$ cat config.mk
export PLATFORM = sky130hd
export DESIGN_NAME = dht11_ctrl
export DESIGN_NICKNAME = d
export VERILOG_FILES = /design/src/rtl/dht11_ctrl.sv
export SDC_FILE = /design/constraint.sdc
export NUM_CORES = 1
export LEC_CHECK = 0
export CAP_MARGIN = 20
export CORE_MARGIN = 3
export CORE_UTILIZATION = 45
export DETAILED_ROUTE_END_ITERATION = 16
export PLACE_DENSITY = 0.65
export SLEW_MARGIN = 20
export SYNTH_ARGS = -nofsm -noshare
export SYNTH_HDL_FRONTEND = slang
export SYNTH_SLANG_ARGS = --single-unit
$ cat constraint.sdc
create_clock -name clk -period 4.55 [get_ports clk]
set_clock_uncertainty 0.05 [all_clocks]
set_input_delay 1.365 -clock clk [delete_from_list [all_inputs] [get_ports clk]]
set_output_delay 1.365 -clock clk [all_outputs]
set_load 0.01 [all_outputs]
$ cat src/rtl/dht11_ctrl.sv
// DHT11 single-wire sensor reader: start pulse, response handshake, 40-bit frame decode.
// Optional checksum verification is enabled by defining DHT11_CHECKSUM_EN.
module dht11_ctrl #(
    parameter int CLKS_PER_US   = 50,
    parameter int START_LOW_US  = 18000,
    parameter int TIMEOUT_US    = 200,
    parameter int BIT_THRESH_US = 40
) (
    input  logic       clk,
    input  logic       rst,
    input  logic       start,
    input  logic       dht_in,
    output logic       dht_oe,
    output logic       busy,
    output logic       done,
    output logic       err,
    output logic [1:0] err_code,
    output logic [7:0] humid_int,
    output logic [7:0] humid_dec,
    output logic [7:0] temp_int,
    output logic [7:0] temp_dec
);

    localparam int TMAX = (START_LOW_US > TIMEOUT_US) ? START_LOW_US : TIMEOUT_US;
    localparam int TW   = $clog2(TMAX + 2);
    localparam int PW   = $clog2(CLKS_PER_US + 1);

    typedef enum logic [2:0] {
        IDLE      = 3'd0,
        START_LOW = 3'd1,
        WAIT_RESP = 3'd2,
        RESP_LOW  = 3'd3,
        RESP_HIGH = 3'd4,
        BIT_LOW   = 3'd5,
        BIT_HIGH  = 3'd6,
        CHECK     = 3'd7
    } state_t;

    state_t          state_r, state_s;
    logic            sync1_r, sync2_r, prev_r;
    logic            fall_s, rise_s, tick_s, timeout_s, bit_s;
    logic [PW-1:0]   presc_r;
    logic [TW-1:0]   timer_r;
    logic [5:0]      bitcnt_r;
    logic [39:0]     shreg_r;
    logic            dht_oe_s, busy_s, done_s, err_s, load_s, shift_s;
    logic [1:0]      err_code_s;

    // Mod-256 sum of the four data bytes of a frame.
    function automatic logic [7:0] sum8(input logic [39:0] f);
        return f[39:32] + f[31:24] + f[23:16] + f[15:8];
    endfunction

    assign fall_s    = prev_r & ~sync2_r;
    assign rise_s    = ~prev_r & sync2_r;
    assign tick_s    = (presc_r == PW'(CLKS_PER_US - 1));
    assign timeout_s = (timer_r >= TW'(TIMEOUT_US));
    assign bit_s     = (timer_r > TW'(BIT_THRESH_US));

    // Line synchronizer and edge-detect history; idles high like the pull-up.
    always_ff @(posedge clk) begin
        if (rst) begin
            sync1_r <= 1'b1;
            sync2_r <= 1'b1;
            prev_r  <= 1'b1;
        end else begin
            sync1_r <= dht_in;
            sync2_r <= sync1_r;
            prev_r  <= sync2_r;
        end
    end

    // Free-running microsecond prescaler.
    always_ff @(posedge clk) begin
        if (rst) begin
            presc_r <= '0;
        end else if (tick_s) begin
            presc_r <= '0;
        end else begin
            presc_r <= presc_r + PW'(1);
        end
    end

    // Phase timer: restarts on every state change, counts microseconds.
    always_ff @(posedge clk) begin
        if (rst) begin
            timer_r <= '0;
        end else if (state_s != state_r) begin
            timer_r <= '0;
        end else if (tick_s && (state_r != IDLE)) begin
            timer_r <= timer_r + TW'(1);
        end else begin
            timer_r <= timer_r;
        end
    end

    // State register.
    always_ff @(posedge clk) begin
        if (rst) begin
            state_r <= IDLE;
        end else begin
            state_r <= state_s;
        end
    end

    // Next-state logic.
    always_comb begin
        state_s = state_r;
        case (state_r)
            IDLE:      if (start) state_s = START_LOW; else state_s = IDLE;
            START_LOW: if (timer_r >= TW'(START_LOW_US)) state_s = WAIT_RESP; else state_s = START_LOW;
            WAIT_RESP: if (fall_s) state_s = RESP_LOW; else if (timeout_s) state_s = IDLE; else state_s = WAIT_RESP;
            RESP_LOW:  if (rise_s) state_s = RESP_HIGH; else if (timeout_s) state_s = IDLE; else state_s = RESP_LOW;
            RESP_HIGH: if (fall_s) state_s = BIT_LOW; else if (timeout_s) state_s = IDLE; else state_s = RESP_HIGH;
            BIT_LOW:   if (rise_s) state_s = BIT_HIGH; else if (timeout_s) state_s = IDLE; else state_s = BIT_LOW;
            BIT_HIGH: begin
                if (fall_s) begin
                    if (bitcnt_r == 6'd39) state_s = CHECK; else state_s = BIT_LOW;
                end else if (timeout_s) begin
                    state_s = IDLE;
                end else begin
                    state_s = BIT_HIGH;
                end
            end
            CHECK:     state_s = IDLE;
            default:   state_s = IDLE;
        endcase
    end

    // Output decode; values are registered below so outputs align with the state.
    always_comb begin
        dht_oe_s   = (state_s == START_LOW);
        busy_s     = (state_s != IDLE);
        done_s     = 1'b0;
        err_s      = 1'b0;
        load_s     = 1'b0;
        shift_s    = 1'b0;
        err_code_s = err_code;
        case (state_r)
            IDLE: begin
                if (start) err_code_s = 2'b00; else err_code_s = err_code;
            end
            WAIT_RESP, RESP_LOW, RESP_HIGH: begin
                if (state_s == IDLE) begin
                    err_s      = 1'b1;
                    err_code_s = 2'b01;
                end else begin
                    err_s      = 1'b0;
                end
            end
            BIT_LOW: begin
                if (state_s == IDLE) begin
                    err_s      = 1'b1;
                    err_code_s = 2'b10;
                end else begin
                    err_s      = 1'b0;
                end
            end
            BIT_HIGH: begin
                if (fall_s) begin
                    shift_s    = 1'b1;
                end else if (timeout_s) begin
                    err_s      = 1'b1;
                    err_code_s = 2'b10;
                end else begin
                    shift_s    = 1'b0;
                end
            end
            CHECK: begin
`ifdef DHT11_CHECKSUM_EN
                if (sum8(shreg_r) == shreg_r[7:0]) begin
                    load_s     = 1'b1;
                    done_s     = 1'b1;
                end else begin
                    err_s      = 1'b1;
                    err_code_s = 2'b11;
                end
`else
                load_s = 1'b1;
                done_s = 1'b1;
`endif
            end
            default: begin
                err_s = 1'b0;
            end
        endcase
    end

    // Bit counter and 40-bit frame shift register, MSB first.
    always_ff @(posedge clk) begin
        if (rst) begin
            bitcnt_r <= 6'd0;
            shreg_r  <= 40'd0;
        end else begin
            if (state_r == RESP_HIGH) bitcnt_r <= 6'd0;
            else if (shift_s)         bitcnt_r <= bitcnt_r + 6'd1;
            else                      bitcnt_r <= bitcnt_r;
            if (shift_s) shreg_r <= {shreg_r[38:0], bit_s};
            else         shreg_r <= shreg_r;
        end
    end

    // Registered outputs; data bytes change only on a passing frame.
    always_ff @(posedge clk) begin
        if (rst) begin
            dht_oe    <= 1'b0;
            busy      <= 1'b0;
            done      <= 1'b0;
            err       <= 1'b0;
            err_code  <= 2'b00;
            humid_int <= 8'd0;
            humid_dec <= 8'd0;
            temp_int  <= 8'd0;
            temp_dec  <= 8'd0;
        end else begin
            dht_oe   <= dht_oe_s;
            busy     <= busy_s;
            done     <= done_s;
            err      <= err_s;
            err_code <= err_code_s;
            if (load_s) begin
                humid_int <= shreg_r[39:32];
                humid_dec <= shreg_r[31:24];
                temp_int  <= shreg_r[23:16];
                temp_dec  <= shreg_r[15:8];
            end else begin
                humid_int <= humid_int;
                humid_dec <= humid_dec;
                temp_int  <= temp_int;
                temp_dec  <= temp_dec;
            end
        end
    end

endmodule

Word level (Yosys, flattened, before mapping)
Index checks and enable logic that the tools add are counted.
- add/subtract/negate cells: 3
- multipliers: 0
- divide/modulo/power cells: 0
- magnitude comparators: 3
- eq/ne operators: 16
- shift operators: 0
- muxes and demuxes: 27
- bitwise gates (word level): 4
- reductions and logical operators: 12
- operator list (operator ; count):
    one-hot mux 3 bit (8 select lines) ; 1
    two-way mux 3 bit ; 7
    two-way mux 2 bit ; 10
    adder 15 x 1 -> 15 bit, second input constant ; 1
    greater-or-equal comparator 15 bit, second input constant ; 1
    greater-or-equal comparator 15 x 8 -> 1 bit, second input constant ; 1
    greater-than comparator 15 x 6 -> 1 bit, second input constant ; 1
    adder 6 x 1 -> 6 bit, second input constant ; 2
    equality test 3 bit, second input constant ; 4
    equality test 6 bit, second input constant ; 2
    inequality test 2 bit, second input constant ; 5
    one-hot mux 2 bit (4 select lines) ; 1
    two-way mux 1 bit ; 7
    equality test 3 x 1 -> 1 bit, second input constant ; 2
    equality test 3 x 2 -> 1 bit, second input constant ; 2
    logical NOT 3 bit ; 2
    AND reduction 6 bit ; 1
    nonzero test 3 bit ; 2
    OR reduction 2 bit ; 3
    nonzero test 4 bit ; 1
    OR reduction 4 bit ; 1
    inequality test 3 bit ; 1
    OR reduction 3 bit ; 1
    bitwise AND 1 bit ; 2
    other kinds (3) ; 4
- register bits: 111
- bits in latches: 0
- memory bits (writable): 0
- memory bits (read-only): 0
- input bits: 4
- output and inout bits: 38
- memories: 0

Longest topological paths before layout
Gate-level depths: netlist (run 1).
- depth in word-level cells: 7
- mapped depth: 9
- depth with buffers taken out: 8

Worst setup path before layout (run 1)
No wires, ideal clock.
- kind: input-to-reg
- start: in start
- end: reg timer_r[13]
- data arrival time: 2521 ps
- data required time: 4423 ps
- slack: 1902 ps
- stages on the path: 6
- buffers on the path: 2
- cell sequence: mux2i_1 a221oi_1 or4b_4 buf_6 buf_8 nor3_2
- cells in the longest elaborated chain, start to end: 4
- RTL lines (item ; line ; RTL):
    start: declaration ; 11 ; input logic start,
    two-way mux 1 bit ; 110 ; IDLE: if (start) state_s = START_LOW; else state_s = IDLE;
    one-hot mux 3 bit (8 select lines) ; 109 ; case (state_r)
    inequality test 3 bit ; 88 ; end else if (state_s != state_r) begin
    OR reduction 2 bit (no line) ; n/a ;
    end signal: assignment ; 91 ; timer_r <= timer_r + TW'(1);
    end signal: assignment ; 93 ; timer_r <= timer_r;
    end: declaration ; 43 ; logic [TW-1:0] timer_r;
Every way passes these cells.
A chain may end at the register's enable or synchronous reset.

Final worst setup path (run 1)
- start: in start
- end: reg timer_r[4]
Same word-level chain as after synthesis.

==> metrics.txt, run 1 <==
result of the run completed; worst r2r src state_r[0]$_SDFF_PP0_; number of endpoints failing setup at the final stage 0; met1 demand-to-capacity share in global routing 21.8%; setup repair after global routing missed its margin false; initial antenna violation count 0; number of global-route vias before repair 3399; Post-CTS Resized 0; largest stage delay on the critical path about 650 ps; type of the worst setup path input pin to flip-flop; leading area contributor after synthesis sky130_fd_sc_hd__dfxtp_1; cell types occupying the most area after synthesis sky130_fd_sc_hd__dfxtp_1, sky130_fd_sc_hd__nand2_1, sky130_fd_sc_hd__a21oi_1; Yosys Warn Count 0; DIE WIDTH 106 µm; routed len/inst 12.6 µm; core utilization of the finished layout around 54%; IR Drop Worst-Case VDD 0.211 mV; post-synthesis instance total 545; cell area after technology mapping 4480 µm²; Starting Density 47.3%; Flop pwr share 62.0%; average instance area after synthesis about 8 µm²; buffers inserted by post-CTS timing repair 0; number of buffers added by the clock tree synthesis step 9; gpl congestion 0.879; CP Capture Type flip-flop; launching element of the worst setup path start; primary flip-flop cell chosen by synthesis mapping sky130_fd_sc_hd__dfxtp_1; Diodes inserted 0; total routing usage reported by global routing 16.4%; HPWL after detailed placement slightly below 6 mm; buffer depth of the longest clock path 2; post-synthesis sequential area ratio 49.6%; highest attainable clock frequency around 360 MHz; number of max-slew violations in the final report 0; pin slew with the least headroom to its limit 838 ps; Hold Buf Count CTS 0; highest net fanout along the worst path 15; GRT busiest layer met2; Die Ht 106 µm; Pint about 1.2 mW; Max Cap Viol 0; part of the cycle the worst path needs between 60 and 70%; area share of the leading cell type in the synthesized netlist 49.6%; number of flops mapped to enable cells by yosys 0; number of vias per cell 5.13; net total in the final layout approximately 580; met3 layer usage reported by global route 3.43%; DR pass1 iterations 4; cell at the root of the clock tree sky130_fd_sc_hd__clkbuf_8; final critical path time including I/O delays and setup 2770 ps; quantity of I/O buffers inserted on ports 41; Sw Share 23.6%; clock-pin transition on the worst setup and hold timing paths roughly 110 ps; headroom to the max-slew limit 44.2%; Mapped Nets 554; routed wire length 8.88 mm; post-synth cell types 50; grt met2 use between 20 and 30%; DRC violations left 0; Placement Rows 35; residual overflow from global routing 0; Vias 3629; async set-reset flop share out of synthesis 0%; kind of launch point of the worst setup path input pin; portion of total power attributed to combinational logic under 10%; hold path cells 1; count of final hold-check violations 0; total power 1.59 mW; # clock sinks 111; register bit total from synthesis 111; startpoint of the most critical hold path sync1_r$_SDFF_PP1_; pin count of the biggest net entering global routing 83; wire length of the first global-routing pass 15.5 mm; proportion of power drawn by the clock network 34.9%; Die Footprint 11200 µm²; final antenna-violating net count 0; kind of path behind the tightest hold check flip-flop to flip-flop; critical path's slowest cell sky130_fd_sc_hd__or4b_4; signal arrival time at the worst endpoint 3010 ps; cell-by-cell trace of the critical path clkdlybuf4s50_1 > mux2i_1 > a221oi_1 > or4b_4 > nor3_1; TritonCTS clock tree built; boundary pin count 42; Setup Total Neg Slack 0 ps; Req. time, crit path roughly 4800 ps; fraction of layout instances using a drive strength above 1 8.13%; Lkg Pwr roughly 1.6 nW; Net Sw Power 0.374 mW; Floorplan Core Area 9460 µm²; worst reg-to-reg path cell count 5; clock latency of the later-clocked register in the worst-skew pair between 300 and 400 ps; power density of the placed cells 308 nW/µm²; DRC marker count from the first detailed-route iteration between 200 and 250; Syn-to-layout area delta 15.0%; level count of the clock H-tree 3
## cell usage after synthesis, types with 4 or more instances
cell / count
sky130_fd_sc_hd__and2_1: 5
sky130_fd_sc_hd__a21oi_1: 81
sky130_fd_sc_hd__xor2_1: 10
sky130_fd_sc_hd__nand4_1: 6
sky130_fd_sc_hd__o21ai_0: 4
sky130_fd_sc_hd__inv_1: 12
sky130_fd_sc_hd__nor2_1: 30
sky130_fd_sc_hd__nor3_1: 12
sky130_fd_sc_hd__clkbuf_1: 26
sky130_fd_sc_hd__nor3_2: 11
sky130_fd_sc_hd__nand2_1: 160
sky130_fd_sc_hd__nand2b_1: 4
sky130_fd_sc_hd__nand3_1: 11
sky130_fd_sc_hd__ha_1: 5
sky130_fd_sc_hd__or2_2: 4
sky130_fd_sc_hd__dfxtp_1: 111
sky130_fd_sc_hd__xnor2_1: 12
## state kept, by name, indices dropped and copies added (netlist names)
signal,flops
bitcnt_r,6
busy,1
dht_oe,1
done,1
err,1
err_code,2
humid_dec,8
humid_int,8
presc_r,6
prev_r,1
shreg_r,40
state_r,3
sync1_r,1
sync2_r,1
temp_dec,8
temp_int,8
timer_r,15
## worst paths after layout
check | end | slack [ps]
max | timer_r[4]$_SDFFE_PP0P_ | 1780
min reg2reg | sync2_r$_SDFF_PP1_ | 370
min | sync2_r$_SDFF_PP1_ | 370
max reg2reg | timer_r[4]$_SDFFE_PP0P_ | 2060
## kinds of logic (layout without fill, tap and decap cells)
logic type / after synthesis / in the layout / share of synthesized area (%)
AO/OA/AOI/OAI: 106 / 106 / 13.7
XOR/XNOR: 22 / 22 / 4.30
adder cells (fa/ha/maj): 5 / 5 / 1.40
buffers and inverters: 42 / 75 / 4.00
flip-flops: 111 / 111 / 49.6
multiplexers: 2 / 2 / 0.447
AND/OR/NAND/NOR: 257 / 257 / 26.5
## cell type report
cell class | instances | area [µm²]
Clock inverter | 5 | 40.0
Fill cell | 951 | 4310
Tap cell | 129 | 161
Timing Repair Buffer | 47 | 450
Clock buffer | 11 | 141
Multi-Input combinational cell | 392 | 2090
Inverter | 12 | 45.0
Sequential cell | 111 | 2220
## per-layer routing
layer / vias up / wire, µm / share of wire [%]
met5: - / 0 / 0
met4: 0 / 91 / 1.0
met3: 10 / 249 / 2.8
met2: 51 / 4260 / 48
met1: 1706 / 4290 / 48
li1: 1862 / - / -
## power groups by stage
stage	clock network, mW	logic (mW)	registers, mW
global route	0.615	0.0533	0.986
global placement	0	0.0479	1.01
finish	0.554	0.0487	0.985
floorplan	0	0.0382	1.00
detailed placement	0	0.0488	1.01
CTS	0.571	0.0488	0.985
## metrics by stage
step | cells | instance area, µm² | setup WS (ps) | hold WS (ps)
2_1_floorplan | 545 | 4480 | 1900 | 339
3_3_place_gp | 691 | 4970 | 1480 | 346
3_5_place_dp | 691 | 4970 | 1430 | 342
4_1_cts | 707 | 5150 | 1790 | 367
5_1_grt | 707 | 5150 | 1680 | 379
6_report | 707 | 5150 | 1780 | 366
## placed cells by master (no fill, tap or decap), types with 2 or more instances in the layout
cell type / synthesis / final
sky130_fd_sc_hd__nand2_1: 160 / 160
sky130_fd_sc_hd__dfxtp_1: 111 / 111
sky130_fd_sc_hd__a21oi_1: 81 / 81
sky130_fd_sc_hd__clkdlybuf4s50_1: 0 / 40
sky130_fd_sc_hd__nor2_1: 30 / 29
sky130_fd_sc_hd__inv_1: 12 / 12
sky130_fd_sc_hd__xnor2_1: 12 / 12
sky130_fd_sc_hd__nor3_2: 11 / 11
sky130_fd_sc_hd__nand3_1: 11 / 11
sky130_fd_sc_hd__nor3_1: 12 / 11
sky130_fd_sc_hd__xor2_1: 10 / 10
sky130_fd_sc_hd__clkbuf_8: 0 / 10
sky130_fd_sc_hd__nand4_1: 6 / 6
sky130_fd_sc_hd__buf_4: 0 / 6
sky130_fd_sc_hd__and2_1: 5 / 5
sky130_fd_sc_hd__ha_1: 5 / 5
sky130_fd_sc_hd__nand2b_1: 4 / 4
sky130_fd_sc_hd__o21ai_0: 4 / 4
sky130_fd_sc_hd__or2_2: 4 / 4
sky130_fd_sc_hd__or3_1: 3 / 3
sky130_fd_sc_hd__o21ai_1: 3 / 3
sky130_fd_sc_hd__mux2i_1: 2 / 2
sky130_fd_sc_hd__a221oi_1: 2 / 2
sky130_fd_sc_hd__o21bai_1: 2 / 2
sky130_fd_sc_hd__clkinvlp_4: 0 / 2
## worst max-delay path: cells and delay by family
family | cells | cell delay, ps
AO/OA/AOI/OAI | 1 | 120
multiplexers | 1 | 210
AND/OR/NAND/NOR | 2 | 880
buffers and inverters | 1 | 440
Note: power is estimated with default switching activity, not from simulation.
==> run 2: changes to the inputs <==
==> constraint.sdc (replaced) <==
create_clock -name clk -period 2.88 [get_ports clk]
set_clock_uncertainty 0.05 [all_clocks]
set_input_delay 0.864 -clock clk [delete_from_list [all_inputs] [get_ports clk]]
set_output_delay 0.864 -clock clk [all_outputs]
set_load 0.01 [all_outputs]
==> metrics.txt, run 2 (synthesis gave the netlist of run 1 again) <==
result of the run completed; fraction of layout instances using a drive strength above 1 8.62%; level count of the clock H-tree 3; most common library cell in the layout ignoring fill and taps sky130_fd_sc_hd__nand2_1; number of buffers added by the clock tree synthesis step 9; startpoint of the most critical hold path sync1_r$_SDFF_PP1_; worst hold slack 375 ps; IR Drop Worst-Case VDD about 0.33 mV; initial antenna violation count 0; Starting Density 47.3%; routed wire length 8.99 mm; Diodes inserted 0; dpl ws 227 ps; highest net fanout along the worst path 16; pin slew with the least headroom to its limit 587 ps; routed len/inst between 10 and 15 µm; HPWL after detailed placement 5.90 mm; boundary pin count 42; Placement Cell Area 4980 µm²; Bufs and invs on worst path 1; net total in the final layout between 500 and 600; wire length of the first global-routing pass between 15 and 20 mm; quantity of I/O buffers inserted on ports 41; CP Capture Type flip-flop; Worst Hold Endpoint sync2_r$_SDFF_PP1_; setup repair after global routing missed its margin false; Max Cap Viol 0; buffers inserted by post-CTS timing repair 0; Lkg Pwr 1.67 nW; Vias 3624; post-route worst setup slack 518 ps; # clock sinks 111; Req. time, crit path 3120 ps; critical path's slowest cell sky130_fd_sc_hd__dfxtp_1; residual overflow from global routing 0; Syn-to-layout area delta 16.7%; number of vias per cell 5.11; part of the cycle the worst path needs 82.0%; Floorplan Core Area 9460 µm²; buffer depth of the longest clock path 2; non-filler instance count after layout 709; count of final hold-check violations 0; number of max-slew violations in the final report 0; kind of path behind the tightest hold check flip-flop to flip-flop; most flop-heavy register shreg_r; Post-CTS Resized 0; Placement Rows 35; kind of launch point of the worst setup path flip-flop; Die Ht 106 µm; number of flip-flops under the largest register name 40; number of global-route vias before repair 3461; reg-to-reg setup timing slack 520 ps; fin area about 5200 µm²; DRC violations left 0; power density of the placed cells roughly 520 nW/µm²; most frequent cell on the critical path sky130_fd_sc_hd__nor3_1; largest stage delay on the critical path 700 ps; gpl congestion ~0.86; number of endpoints failing setup at the final stage 0; Hold Buf Count CTS 0; TritonCTS clock tree built; Die Footprint ~11000 µm²; Setup Total Neg Slack 0 ps; worst reg-to-reg path cell count 5; signal arrival time at the worst endpoint ~2600 ps; reg2reg end timer_r[3]$_SDFFE_PP0P_; commonest cells after routing, fill and taps aside sky130_fd_sc_hd__nand2_1, sky130_fd_sc_hd__dfxtp_1, sky130_fd_sc_hd__a21oi_1; highest attainable clock frequency 423 MHz; core utilization of the finished layout 55.3%; clock-pin transition on the worst setup and hold timing paths about 100 ps; type of the worst setup path flip-flop to flip-flop; cell at the root of the clock tree sky130_fd_sc_hd__clkbuf_8; worst r2r src state_r[0]$_SDFF_PP0_; placed cells roughly 700; final critical path time including I/O delays and setup 2360 ps; DR pass1 iterations 5; headroom to the max-slew limit between 60 and 70%; Top Registers shreg_r x40, timer_r x15; total power between 2 and 3 mW; clock latency of the later-clocked register in the worst-skew pair 370 ps; cell type group with the largest total delay on the critical path simple AND/OR/NAND/NOR gates; DIE WIDTH 106 µm; final antenna-violating net count 0; hold path cells 1; pin count of the biggest net entering global routing 42; cell-by-cell trace of the critical path inv_1 > nor3_1 > a221oi_1 > or4b_4 > nor3_1; total routing usage reported by global routing between 10% and 20%; DRC marker count from the first detailed-route iteration between 150 and 200
-- run 2: where the power goes --
part | internal, mW | switching (mW) | leakage [nW]
clock network | 0.579 | 0.518 | 0.116
registers | 1.54 | 0.0118 | 0.896
logic | 0.0272 | 0.0513 | 0.661
-- run 2: layout make-up --
cell class	count	area, µm²
Sequential cell	111	2220
Fill cell	917	4230
Timing Repair Buffer	49	465
Tap cell	129	161
Multi-Input combinational cell	392	2090
Clock buffer	9	124
Inverter	12	45.0
Clock inverter	7	119
-- run 2: routing by layer --
| metal | GRT usage (%) | share of wire (%) | up-vias |
|---|---|---|---|
| met5 | 0 | 0 | - |
| met4 | 5.37 | 1.3 | 0 |
| met3 | 4.35 | 4.0 | 13 |
| met2 | 27.6 | 48 | 71 |
| met1 | 21.0 | 47 | 1669 |
| li1 | - | - | 1871 |
-- run 2: worst max path at each step --
stage	startpoint	endpoint	slack (ps)	cells past startpoint
3_3_place_gp	start	timer_r[1]$_SDFFE_PP0P_	300	5
2_1_floorplan	timer_r[8]$_SDFFE_PP0P_	timer_r[13]$_SDFFE_PP0P_	700	8
6_report	state_r[0]$_SDFF_PP0_	timer_r[3]$_SDFFE_PP0P_	520	5
3_5_place_dp	start	timer_r[3]$_SDFFE_PP0P_	230	5
5_1_grt	state_r[0]$_SDFF_PP0_	timer_r[3]$_SDFFE_PP0P_	340	5
4_1_cts	state_r[0]$_SDFF_PP0_	timer_r[3]$_SDFFE_PP0P_	520	5
